--- src/rtl/sw_sched_pkg.sv ---
// Shared types and width helpers for the Smith-Waterman job scheduler.
package sw_sched_pkg;

    typedef enum logic [1:0] {
        ST_IDLE,
        ST_LOAD,
        ST_RUN,
        ST_RESP
    } state_e;

    localparam int BASE_W = 3;

    function automatic int SEQ_W(input int l);
        return BASE_W * l;
    endfunction

    function automatic int ALIGN_W(input int l);
        return BASE_W * l + 6;
    endfunction

endpackage

--- src/rtl/rr_arbiter.sv ---
// Combinational round-robin grant: first valid requester after ptr, with wrap.
module rr_arbiter #(
    parameter int N_REQ = 2,
    localparam int ID_W = $clog2(N_REQ)
) (
    input  logic [N_REQ-1:0] req_i,
    input  logic [ID_W-1:0]  ptr_i,
    output logic [N_REQ-1:0] gnt_o,
    output logic [ID_W-1:0]  gnt_id_o
);

    logic            found;
    logic [ID_W-1:0] idx;

    always_comb begin
        gnt_o    = '0;
        gnt_id_o = '0;
        found    = 1'b0;
        idx      = '0;
        for (int off = 1; off <= N_REQ; off++) begin
            idx = ID_W'((int'(ptr_i) + off) % N_REQ);
            if (!found && req_i[idx]) begin
                found       = 1'b1;
                gnt_o[idx]  = 1'b1;
                gnt_id_o    = idx;
            end
        end
    end

endmodule

--- src/rtl/sw_job_scheduler.sv ---
// Single-job controller for the banded Smith-Waterman accelerator: arbitrates
// requesters, sequences acc_start/acc_ready, and returns tagged results.
module sw_job_scheduler
    import sw_sched_pkg::*;
#(
    parameter int N_REQ     = 2,
    parameter int L         = 8,
    parameter int START_LEN = 2,
    parameter int TIMEOUT   = 255,
    localparam int ID_W     = $clog2(N_REQ)
) (
    input  logic                          clk,
    input  logic                          reset_n,
    input  logic [N_REQ-1:0]              req_valid,
    output logic [N_REQ-1:0]              req_ready,
    input  logic [N_REQ*SEQ_W(L)-1:0]     req_r,
    input  logic [N_REQ*SEQ_W(L)-1:0]     req_q,
    output logic                          resp_valid,
    input  logic                          resp_ready,
    output logic [ID_W-1:0]               resp_id,
    output logic [ALIGN_W(L)-1:0]         resp_r_aligned,
    output logic [ALIGN_W(L)-1:0]         resp_q_aligned,
    output logic                          resp_timeout,
    output logic                          acc_start,
    output logic [SEQ_W(L)-1:0]           acc_r,
    output logic [SEQ_W(L)-1:0]           acc_q,
    input  logic                          acc_ready,
    input  logic [ALIGN_W(L)-1:0]         acc_r_aligned,
    input  logic [ALIGN_W(L)-1:0]         acc_q_aligned,
    output logic                          busy,
    output logic [15:0]                   job_count
);

    localparam int SW = SEQ_W(L);
    localparam int AW = ALIGN_W(L);
    localparam logic [7:0] LOAD_LAST = 8'(START_LEN - 1);
    localparam logic [7:0] RUN_LAST  = 8'(TIMEOUT - 1);

    state_e          state_q, state_d;
    logic [7:0]      cnt_q, cnt_d;
    logic            seen_low_q, seen_low_d;
    logic [ID_W-1:0] ptr_q, ptr_d;
    logic [ID_W-1:0] id_q, id_d;
    logic [SW-1:0]   acc_r_q, acc_r_d;
    logic [SW-1:0]   acc_qs_q, acc_qs_d;
    logic [AW-1:0]   resp_r_q, resp_r_d;
    logic [AW-1:0]   resp_qs_q, resp_qs_d;
    logic            resp_to_q, resp_to_d;
    logic [15:0]     job_cnt_q, job_cnt_d;

    logic [N_REQ-1:0] gnt;
    logic [ID_W-1:0]  gnt_id;
    logic [SW-1:0]    r_arr [N_REQ];
    logic [SW-1:0]    q_arr [N_REQ];

    for (genvar g = 0; g < N_REQ; g++) begin : g_slice
        assign r_arr[g] = req_r[g*SW +: SW];
        assign q_arr[g] = req_q[g*SW +: SW];
    end

    rr_arbiter #(.N_REQ(N_REQ)) u_arb (
        .req_i    (req_valid),
        .ptr_i    (ptr_q),
        .gnt_o    (gnt),
        .gnt_id_o (gnt_id)
    );

    always_comb begin
        state_d    = state_q;
        cnt_d      = cnt_q;
        seen_low_d = seen_low_q;
        ptr_d      = ptr_q;
        id_d       = id_q;
        acc_r_d    = acc_r_q;
        acc_qs_d   = acc_qs_q;
        resp_r_d   = resp_r_q;
        resp_qs_d  = resp_qs_q;
        resp_to_d  = resp_to_q;
        job_cnt_d  = job_cnt_q;
        case (state_q)
            ST_IDLE: begin
                if (|req_valid) begin
                    acc_r_d  = r_arr[gnt_id];
                    acc_qs_d = q_arr[gnt_id];
                    id_d     = gnt_id;
                    ptr_d    = gnt_id;
                    cnt_d    = '0;
                    state_d  = ST_LOAD;
                end
            end
            ST_LOAD: begin
                if (cnt_q == LOAD_LAST) begin
                    cnt_d      = '0;
                    seen_low_d = 1'b0;
                    state_d    = ST_RUN;
                end else begin
                    cnt_d = cnt_q + 8'd1;
                end
            end
            ST_RUN: begin
                // A ready still high from the previous job only counts once it has dropped.
                if (!acc_ready) seen_low_d = 1'b1;
                if (acc_ready && seen_low_q) begin
                    resp_r_d  = acc_r_aligned;
                    resp_qs_d = acc_q_aligned;
                    resp_to_d = 1'b0;
                    state_d   = ST_RESP;
                end else if (cnt_q == RUN_LAST) begin
                    resp_r_d  = '0;
                    resp_qs_d = '0;
                    resp_to_d = 1'b1;
                    state_d   = ST_RESP;
                end else begin
                    cnt_d = cnt_q + 8'd1;
                end
            end
            ST_RESP: begin
                if (resp_ready) begin
                    job_cnt_d = job_cnt_q + 16'd1;
                    state_d   = ST_IDLE;
                end
            end
            default: state_d = ST_IDLE;
        endcase
    end

    always_ff @(posedge clk) begin
        if (!reset_n) begin
            state_q    <= ST_IDLE;
            cnt_q      <= '0;
            seen_low_q <= 1'b0;
            ptr_q      <= ID_W'(N_REQ - 1);
            id_q       <= '0;
            acc_r_q    <= '0;
            acc_qs_q   <= '0;
            resp_r_q   <= '0;
            resp_qs_q  <= '0;
            resp_to_q  <= 1'b0;
            job_cnt_q  <= '0;
        end else begin
            state_q    <= state_d;
            cnt_q      <= cnt_d;
            seen_low_q <= seen_low_d;
            ptr_q      <= ptr_d;
            id_q       <= id_d;
            acc_r_q    <= acc_r_d;
            acc_qs_q   <= acc_qs_d;
            resp_r_q   <= resp_r_d;
            resp_qs_q  <= resp_qs_d;
            resp_to_q  <= resp_to_d;
            job_cnt_q  <= job_cnt_d;
        end
    end

    assign req_ready      = (state_q == ST_IDLE) ? gnt : '0;
    assign acc_start      = (state_q != ST_RUN);
    assign acc_r          = acc_r_q;
    assign acc_q          = acc_qs_q;
    assign resp_valid     = (state_q == ST_RESP);
    assign resp_id        = id_q;
    assign resp_r_aligned = resp_r_q;
    assign resp_q_aligned = resp_qs_q;
    assign resp_timeout   = resp_to_q;
    assign busy           = (state_q != ST_IDLE);
    assign job_count      = job_cnt_q;

endmodule

--- config.mk ---
export PLATFORM = sky130hd
export DESIGN_NAME = sw_job_scheduler
export DESIGN_NICKNAME = d
export VERILOG_FILES = /design/src/rtl/sw_sched_pkg.sv /design/src/rtl/rr_arbiter.sv /design/src/rtl/sw_job_scheduler.sv
export SDC_FILE = /design/constraint.sdc
export NUM_CORES = 1
export LEC_CHECK = 0
export ABC_AREA = 1
export CAP_MARGIN = 20
export CORE_MARGIN = 8
export CORE_UTILIZATION = 44
export CTS_CLUSTER_DIAMETER = 80
export DETAILED_ROUTE_END_ITERATION = 7
export PLACE_DENSITY = 0.89
export SLEW_MARGIN = 40
export SYNTH_ARGS = -nofsm -noshare
export SYNTH_HDL_FRONTEND = slang
export SYNTH_SLANG_ARGS = --single-unit
--- constraint.sdc ---
create_clock -name clk -period 4.9 [get_ports clk]
set_input_delay 1.47 -clock clk [delete_from_list [all_inputs] [get_ports clk]]
set_output_delay 1.47 -clock clk [all_outputs]
set_load 0.01 [all_outputs]
# --- Word level (Yosys, flattened, before mapping) ---
# Index checks and enable logic that the tools add are counted.
# Widths: inputs -> output; s select.
op_classes:
  n_lt_le_gt_ge: 5
  n_mux: 39
  eq_ne: 13
  n_reduce_logical: 17
  n_bitwise: 2
  addsub: 4
op_table:
  columns: ["cell", "n"]
  rows:
  - ["$mux 24", 6]
  - ["$mux 30", 3]
  - ["$mux 8", 4]
  - ["$pmux 8 s3", 1]
  - ["$add 16x1->16 const B", 1]
  - ["$mux 2", 8]
  - ["$mux 1", 13]
  - ["$ne 2x2->1 const B", 6]
  - ["$add 8x1->8 const B", 1]
  - ["$eq 8x1->1 const B", 1]
  - ["$eq 8x8->1 const B", 1]
  - ["$pmux 2 s4", 1]
  - ["$reduce_and 4->1", 2]
  - ["$reduce_and 2->1", 3]
  - ["$reduce_bool 2->1", 3]
  - ["$eq 2x2->1 const B", 2]
  - ["$logic_and 1x1->1", 4]
  - ["$lt 1x2->1 const B", 2]
  - ["$ne 3x3->1 const B", 1]
  - ["$reduce_and 3->1", 1]
  - ["$reduce_bool 3->1", 1]
  - ["$add 1x1->1 const B", 2]
  - ["$demux 1 s1", 2]
  - ["$eq 2x1->1 const B", 1]
  - ["other kinds (9)", 10]
word_totals:
  inputBits: 162
  regBits: 138
  output_inout_bits: 131
  word_cells: 91

# --- Longest topological paths before layout ---
depth:
  depth_word: 11
  ltp_mapped: 11

# --- Cells and area by module ---
# From an unflattened synthesis, not the netlist that was laid out.
hier_totals:
  hier_cells: 852
  hier_area_um2: 6079.6
by_module_without_submodules:
  columns: ["module", "cells_per_inst", "area_per_inst_um2", "n_inst"]
  rows:
  - ["sw_job_scheduler", 846, 6054.6, 1]
  - ["rr_arbiter", 6, 25.0, 1]

# --- Worst setup path before layout ---
# OpenSTA, ideal clock, no wires.
synth_path:
  path_type: "in2out"
  start: "input port req_valid[1]"
  end: "output port req_ready[1]"
  arrival_ns: 2.047
  setup_slack_ns: 1.383
  required_time_ns: 3.430
  stages: 5
  path_cell_list: "inv_2 -> a21oi_4 -> inv_2 -> buf_2 -> nor2_1"
synth_between:
  elab_chain_len: 7
  elab_cells_between_ends: 11
  cone_classes: "8 x mux; 1 x bitwise; 2 x reduce/logical"
synth_rtl:
  columns: ["element", "line_no", "text"]
  rows:
  - ["from (decl)", "sw_job_scheduler.sv:14", "input logic [N_REQ-1:0] req_valid,"]
  - ["$mux 1 (implied by the code) (2 in series)", "rr_arbiter.sv:22", "if (!found && req_i[idx]) begin"]
  - ["$mux 1", "rr_arbiter.sv:22", null]
  - ["$logic_not 1->1", "rr_arbiter.sv:22", null]
  - ["$logic_and 1x1->1", "rr_arbiter.sv:22", null]
  - ["$mux 2 *", "rr_arbiter.sv:22", null]
  - ["$mux 2 *", "sw_job_scheduler.sv:155", "assign req_ready = (state_q == ST_IDLE) ? gnt : '0;"]
  - ["to (decl)", "sw_job_scheduler.sv:15", "output logic [N_REQ-1:0] req_ready,"]
# Mark *: on every way between the ends. The rest lies on a longest branch, timed or not. The select of a mux whose other input is x is not followed.

# --- Worst setup path after layout ---
layout_path:
  start: "input port req_valid[0]"
  end: "output port req_ready[0]"
# The elaborated chain is that of the path after synthesis.

==> flow_summary.html <==
<table>
<tr><th>Metric</th><th>Value</th></tr>
<tr><th colspan="2">Outcome</th></tr>
<tr><td>Result of the run</td><td>complete, no violations</td></tr>
<tr><th colspan="2">Global routing</th></tr>
<tr><td>Wire length of the first global-routing pass</td><td>about 33,000 µm</td></tr>
<tr><td>Antenna violations before repair</td><td>0</td></tr>
<tr><td>GRT Total Usage</td><td>0.227</td></tr>
<tr><td>Maximum number of pins on one net before global-route repair</td><td>74</td></tr>
<tr><td>Via count of the first global-routing pass</td><td>6,187</td></tr>
<tr><td>Aggregate global routing overflow</td><td>0</td></tr>
<tr><th colspan="2">Setup path</th></tr>
<tr><td>Setup CP Type</td><td>primary input to primary output</td></tr>
<tr><td>Cell family contributing the most delay on the critical path</td><td>buffers and inverters</td></tr>
<tr><td>Critical path startpoint</td><td>req_valid[0]</td></tr>
<tr><td>Crit-path max cell delay</td><td>around 600 ps</td></tr>
<tr><td>Critical Path RT</td><td>3430 ps</td></tr>
<tr><td>Buffers &amp; Inverters on Critical Path</td><td>3</td></tr>
<tr><td>Largest fanout on the critical path</td><td>3</td></tr>
<tr><td>Slowest CP cell</td><td>sky130_fd_sc_hd__clkdlybuf4s50_1</td></tr>
<tr><td>Reg2reg start</td><td>state_q[0]$_SDFFE_PN0P_</td></tr>
<tr><td>Nature of the critical path endpoint</td><td>primary output</td></tr>
<tr><td>Cell occurring most often along the worst timing path</td><td>sky130_fd_sc_hd__clkdlybuf4s50_1</td></tr>
<tr><td>Nature of the critical path startpoint</td><td>primary input</td></tr>
<tr><td>Critical-path cell list</td><td>clkdlybuf4s50_1, inv_1, a211oi_1, clkdlybuf4s50_1</td></tr>
<tr><td>Arrival time of data at the critical path endpoint</td><td>~3000 ps</td></tr>
<tr><th colspan="2">Yosys</th></tr>
<tr><td>Sequential-to-total area share from yosys stat</td><td>0.456</td></tr>
<tr><td>Mapped Area</td><td>roughly 6100 µm²</td></tr>
<tr><td>Ys flop type</td><td>sky130_fd_sc_hd__dfxtp_1</td></tr>
<tr><td>Net count after synthesis</td><td>between 900 and 1k</td></tr>
<tr><td>Number of distinct standard cells referenced by the synthesized netlist</td><td>32</td></tr>
<tr><td>Cell taking the most area after synthesis</td><td>sky130_fd_sc_hd__dfxtp_1</td></tr>
<tr><td>Post-synthesis cell count</td><td>about 830</td></tr>
<tr><td>Synthesized area divided by synthesized cell count</td><td>7.32 µm²</td></tr>
<tr><td>Flop and latch count out of synthesis</td><td>about 140</td></tr>
<tr><td>Count of yosys warnings during synthesis</td><td>0</td></tr>
<tr><td>Cell types with the highest counts after synthesis</td><td>202 x sky130_fd_sc_hd__nand2_1, 138 x sky130_fd_sc_hd__dfxtp_1, 124 x sky130_fd_sc_hd__nand3_1</td></tr>
<tr><td>Synth async-reset ratio</td><td>0</td></tr>
<tr><td>Proportion of netlist area held by the largest area contributor</td><td>0.456</td></tr>
<tr><td>Count of flip-flops with a built-in enable after synthesis</td><td>0</td></tr>
<tr><td>Most frequently used cell type in the post-synthesis netlist</td><td>sky130_fd_sc_hd__nand2_1</td></tr>
<tr><td>Biggest area contributors in the synthesized netlist</td><td>sky130_fd_sc_hd__dfxtp_1 46%, sky130_fd_sc_hd__nand2_1 13%, sky130_fd_sc_hd__nand3_1 10%</td></tr>
<tr><th colspan="2">STA</th></tr>
<tr><td>Total negative slack</td><td>0 ps</td></tr>
<tr><td>Final Slew Violations</td><td>0</td></tr>
<tr><td>Period Utilization, post-route</td><td>0.911</td></tr>
<tr><td>Slew margin rel.</td><td>0.520</td></tr>
<tr><td>Setup clock skew after layout</td><td>around 7.6 ps</td></tr>
<tr><td>Unrepaired setup endpoints after global routing</td><td>false</td></tr>
<tr><td>Count of final hold-check violations</td><td>0</td></tr>
<tr><td>Slew at the pin closest to its max-slew limit</td><td>718 ps</td></tr>
<tr><td>Worst Setup Slack, final</td><td>around 440 ps</td></tr>
<tr><td>Achievable frequency</td><td>approximately 220 MHz</td></tr>
<tr><td>Final setup violation count</td><td>0</td></tr>
<tr><td>Final critical-path required period</td><td>about 4500 ps</td></tr>
<tr><th colspan="2">Power</th></tr>
<tr><td>Leak Pwr</td><td>3.85 nW</td></tr>
<tr><td>Total design power</td><td>slightly below 4 mW</td></tr>
<tr><td>Power per cell area</td><td>about 410 nW/µm²</td></tr>
<tr><td>Worst voltage drop across the vdd grid</td><td>around 0.28 mV</td></tr>
<tr><th colspan="2">Final layout</th></tr>
<tr><td>Core utilization of the finished layout</td><td>0.706</td></tr>
<tr><td>Antenna fix cells</td><td>0</td></tr>
<tr><td>Share of final-layout standard cells stronger than drive strength 1</td><td>0.0507</td></tr>
<tr><td>Non-filler cells in the finished layout</td><td>roughly 1.3k</td></tr>
<tr><td>Nets@finish</td><td>1,262</td></tr>
<tr><td>Layout-stage area growth over the synthesis result</td><td>59.4%</td></tr>
<tr><td>Layout filler cell count</td><td>between 1k and 1.5k</td></tr>
<tr><th colspan="2">Clock tree</th></tr>
<tr><td>PostCTS Resize Cnt</td><td>0</td></tr>
<tr><td># Post-CTS Setup Buffers</td><td>0</td></tr>
<tr><td>Clock sink total</td><td>between 100 and 150</td></tr>
<tr><td>CTS clk-pin slew, worst paths</td><td>60 ps</td></tr>
<tr><td>Buffers from clock root to sink, at most</td><td>2</td></tr>
<tr><td>Clock latency reported for the late side of the worst-skew pair</td><td>a little over 400 ps</td></tr>
<tr><td>Number of buffers inserted during clock tree synthesis</td><td>17</td></tr>
<tr><td>Hold Buf Count CTS</td><td>0</td></tr>
<tr><td>TritonCTS clock tree</td><td>built</td></tr>
<tr><td>CTS HTree Levels</td><td>4</td></tr>
<tr><td>Cell at the root of the clock tree</td><td>sky130_fd_sc_hd__clkbuf_16</td></tr>
<tr><th colspan="2">Place</th></tr>
<tr><td>Post-Place Cells</td><td>1,253</td></tr>
<tr><td>Routability Congestion</td><td>slightly above 0.8</td></tr>
<tr><td>Number of buffers inserted by port buffering</td><td>slightly below 300</td></tr>
<tr><td>Final HPWL DP</td><td>approximately 15,000 µm</td></tr>
<tr><td>Post-Place Setup Slack</td><td>between 400 and 500 ps</td></tr>
<tr><th colspan="2">Hold path</th></tr>
<tr><td>Min-Delay Path Class</td><td>register to register</td></tr>
<tr><td>Hold Crit Start</td><td>resp_id$_SDFFE_PN0P_</td></tr>
<tr><th colspan="2">Floorplanning</th></tr>
<tr><td>Floorplan die width</td><td>~130 µm</td></tr>
<tr><td>Top-level I/O count</td><td>293</td></tr>
<tr><td>Core box area</td><td>13,700 µm²</td></tr>
<tr><td>Starting density of the core</td><td>0.443</td></tr>
<tr><td>Area of the die</td><td>17,800 µm²</td></tr>
<tr><td>Die height</td><td>about 130 µm</td></tr>
<tr><td>Placement row count</td><td>43</td></tr>
<tr><th colspan="2">Detailed routing</th></tr>
<tr><td>Antenna Violating Nets Remaining</td><td>0</td></tr>
<tr><td>Vias per std cell</td><td>slightly above 5</td></tr>
<tr><td>Sum of routed wire length over all layers</td><td>20,600 µm</td></tr>
<tr><td>Routed wire per std cell</td><td>approximately 16 µm</td></tr>
<tr><td>Routed via count</td><td>6,492</td></tr>
<tr><td>First-pass iteration count of the detailed router</td><td>6</td></tr>
<tr><td>Number of design rule violations left after detail routing</td><td>0</td></tr>
<tr><td>Number of DRC violations after detailed-routing iteration 0</td><td>between 300 and 400</td></tr>
<tr><th colspan="2">Run</th></tr>
<tr><td>Max Cap Viol</td><td>0</td></tr>
</table>
power by group:
group          internal, mW  switching, mW  leakage [nW]
registers              1.29          0.100          1.12
clock network         0.892          0.474         0.309
logic                 0.582          0.622          2.42
total                  2.76           1.20          3.85
worst min-delay path, stage by stage (launching register included):
cell	delay [ps]
sky130_fd_sc_hd__dfxtp_1	310
sky130_fd_sc_hd__nand2_1	60
sky130_fd_sc_hd__a21oi_1	60
routing by layer:
metal  GRT usage  share of wire
met1       0.262           0.40
met2       0.362           0.47
met3       0.101           0.11
met4      0.0842          0.019
met5           0              0
layout by cell type (no fill, tap or decap), drive strengths merged, types with 2 or more instances in the layout:
cell           count
buf                8
o211ai            49
ha                 8
dfxtp            138
nand3            125
nand4              3
clkdlybuf4s50    291
o21ai             15
a211oi             2
clkinvlp           2
bufinv             4
nand2            205
inv               92
nor3              10
nor2              45
a21oi             75
o21bai             3
clkinv             5
clkbuf            21
xor2               2
through the flow:
step / hold slack [ps] / cell area (µm²)
detailed placement: 466 / 9010
finish: 471 / 9650
floorplan: 479 / 6050
global placement: 453 / 9010
CTS: 473 / 9650
global route: 491 / 9650
kinds of logic after synthesis:
group / count (synthesis) / share of synthesized area
DFF: 138 / 0.456
adders and majority gates: 8 / 0.0165
buffers and inverters: 145 / 0.101
AOI/OAI and AO/OA: 144 / 0.145
xor gates and xnor gates: 2 / 0.00289
and+or+nand+nor: 390 / 0.279
state kept, by name, summed over array words and instances, names as in the netlist:
signal          count
acc_q              24
seen_low_q          1
resp_timeout        1
resp_q_aligned     30
state_q             2
cnt_q               8
resp_r_aligned     30
job_count          16
acc_r              24
resp_id             1
ptr_q               1
path summary, 6_finish.rpt:
kind / to / slack, ps / depth (start not counted)
hold / removal: resp_id$_SDFFE_PN0P_ / 470 / 2
hold reg to reg: resp_id$_SDFFE_PN0P_ / 470 / 2
setup reg to reg: cnt_q[6]$_SDFFE_PN0P_ / 2520 / 11
setup / recovery: req_ready[0] / 440 / 4
final cells by class:
| type | instances | area (µm²) | area share |
|---|---|---|---|
| Timing Repair Buffer | 299 | 2980 | 0.309 |
| Sequential cell | 138 | 2760 | 0.286 |
| Multi-Input combinational cell | 544 | 2690 | 0.279 |
| Clock buffer | 21 | 470 | 0.0488 |
| Inverter | 92 | 348 | 0.0361 |
| Tap cell | 180 | 225 | 0.0233 |
| Clock inverter | 11 | 168 | 0.0174 |
Power figures use the tool's default switching activity.
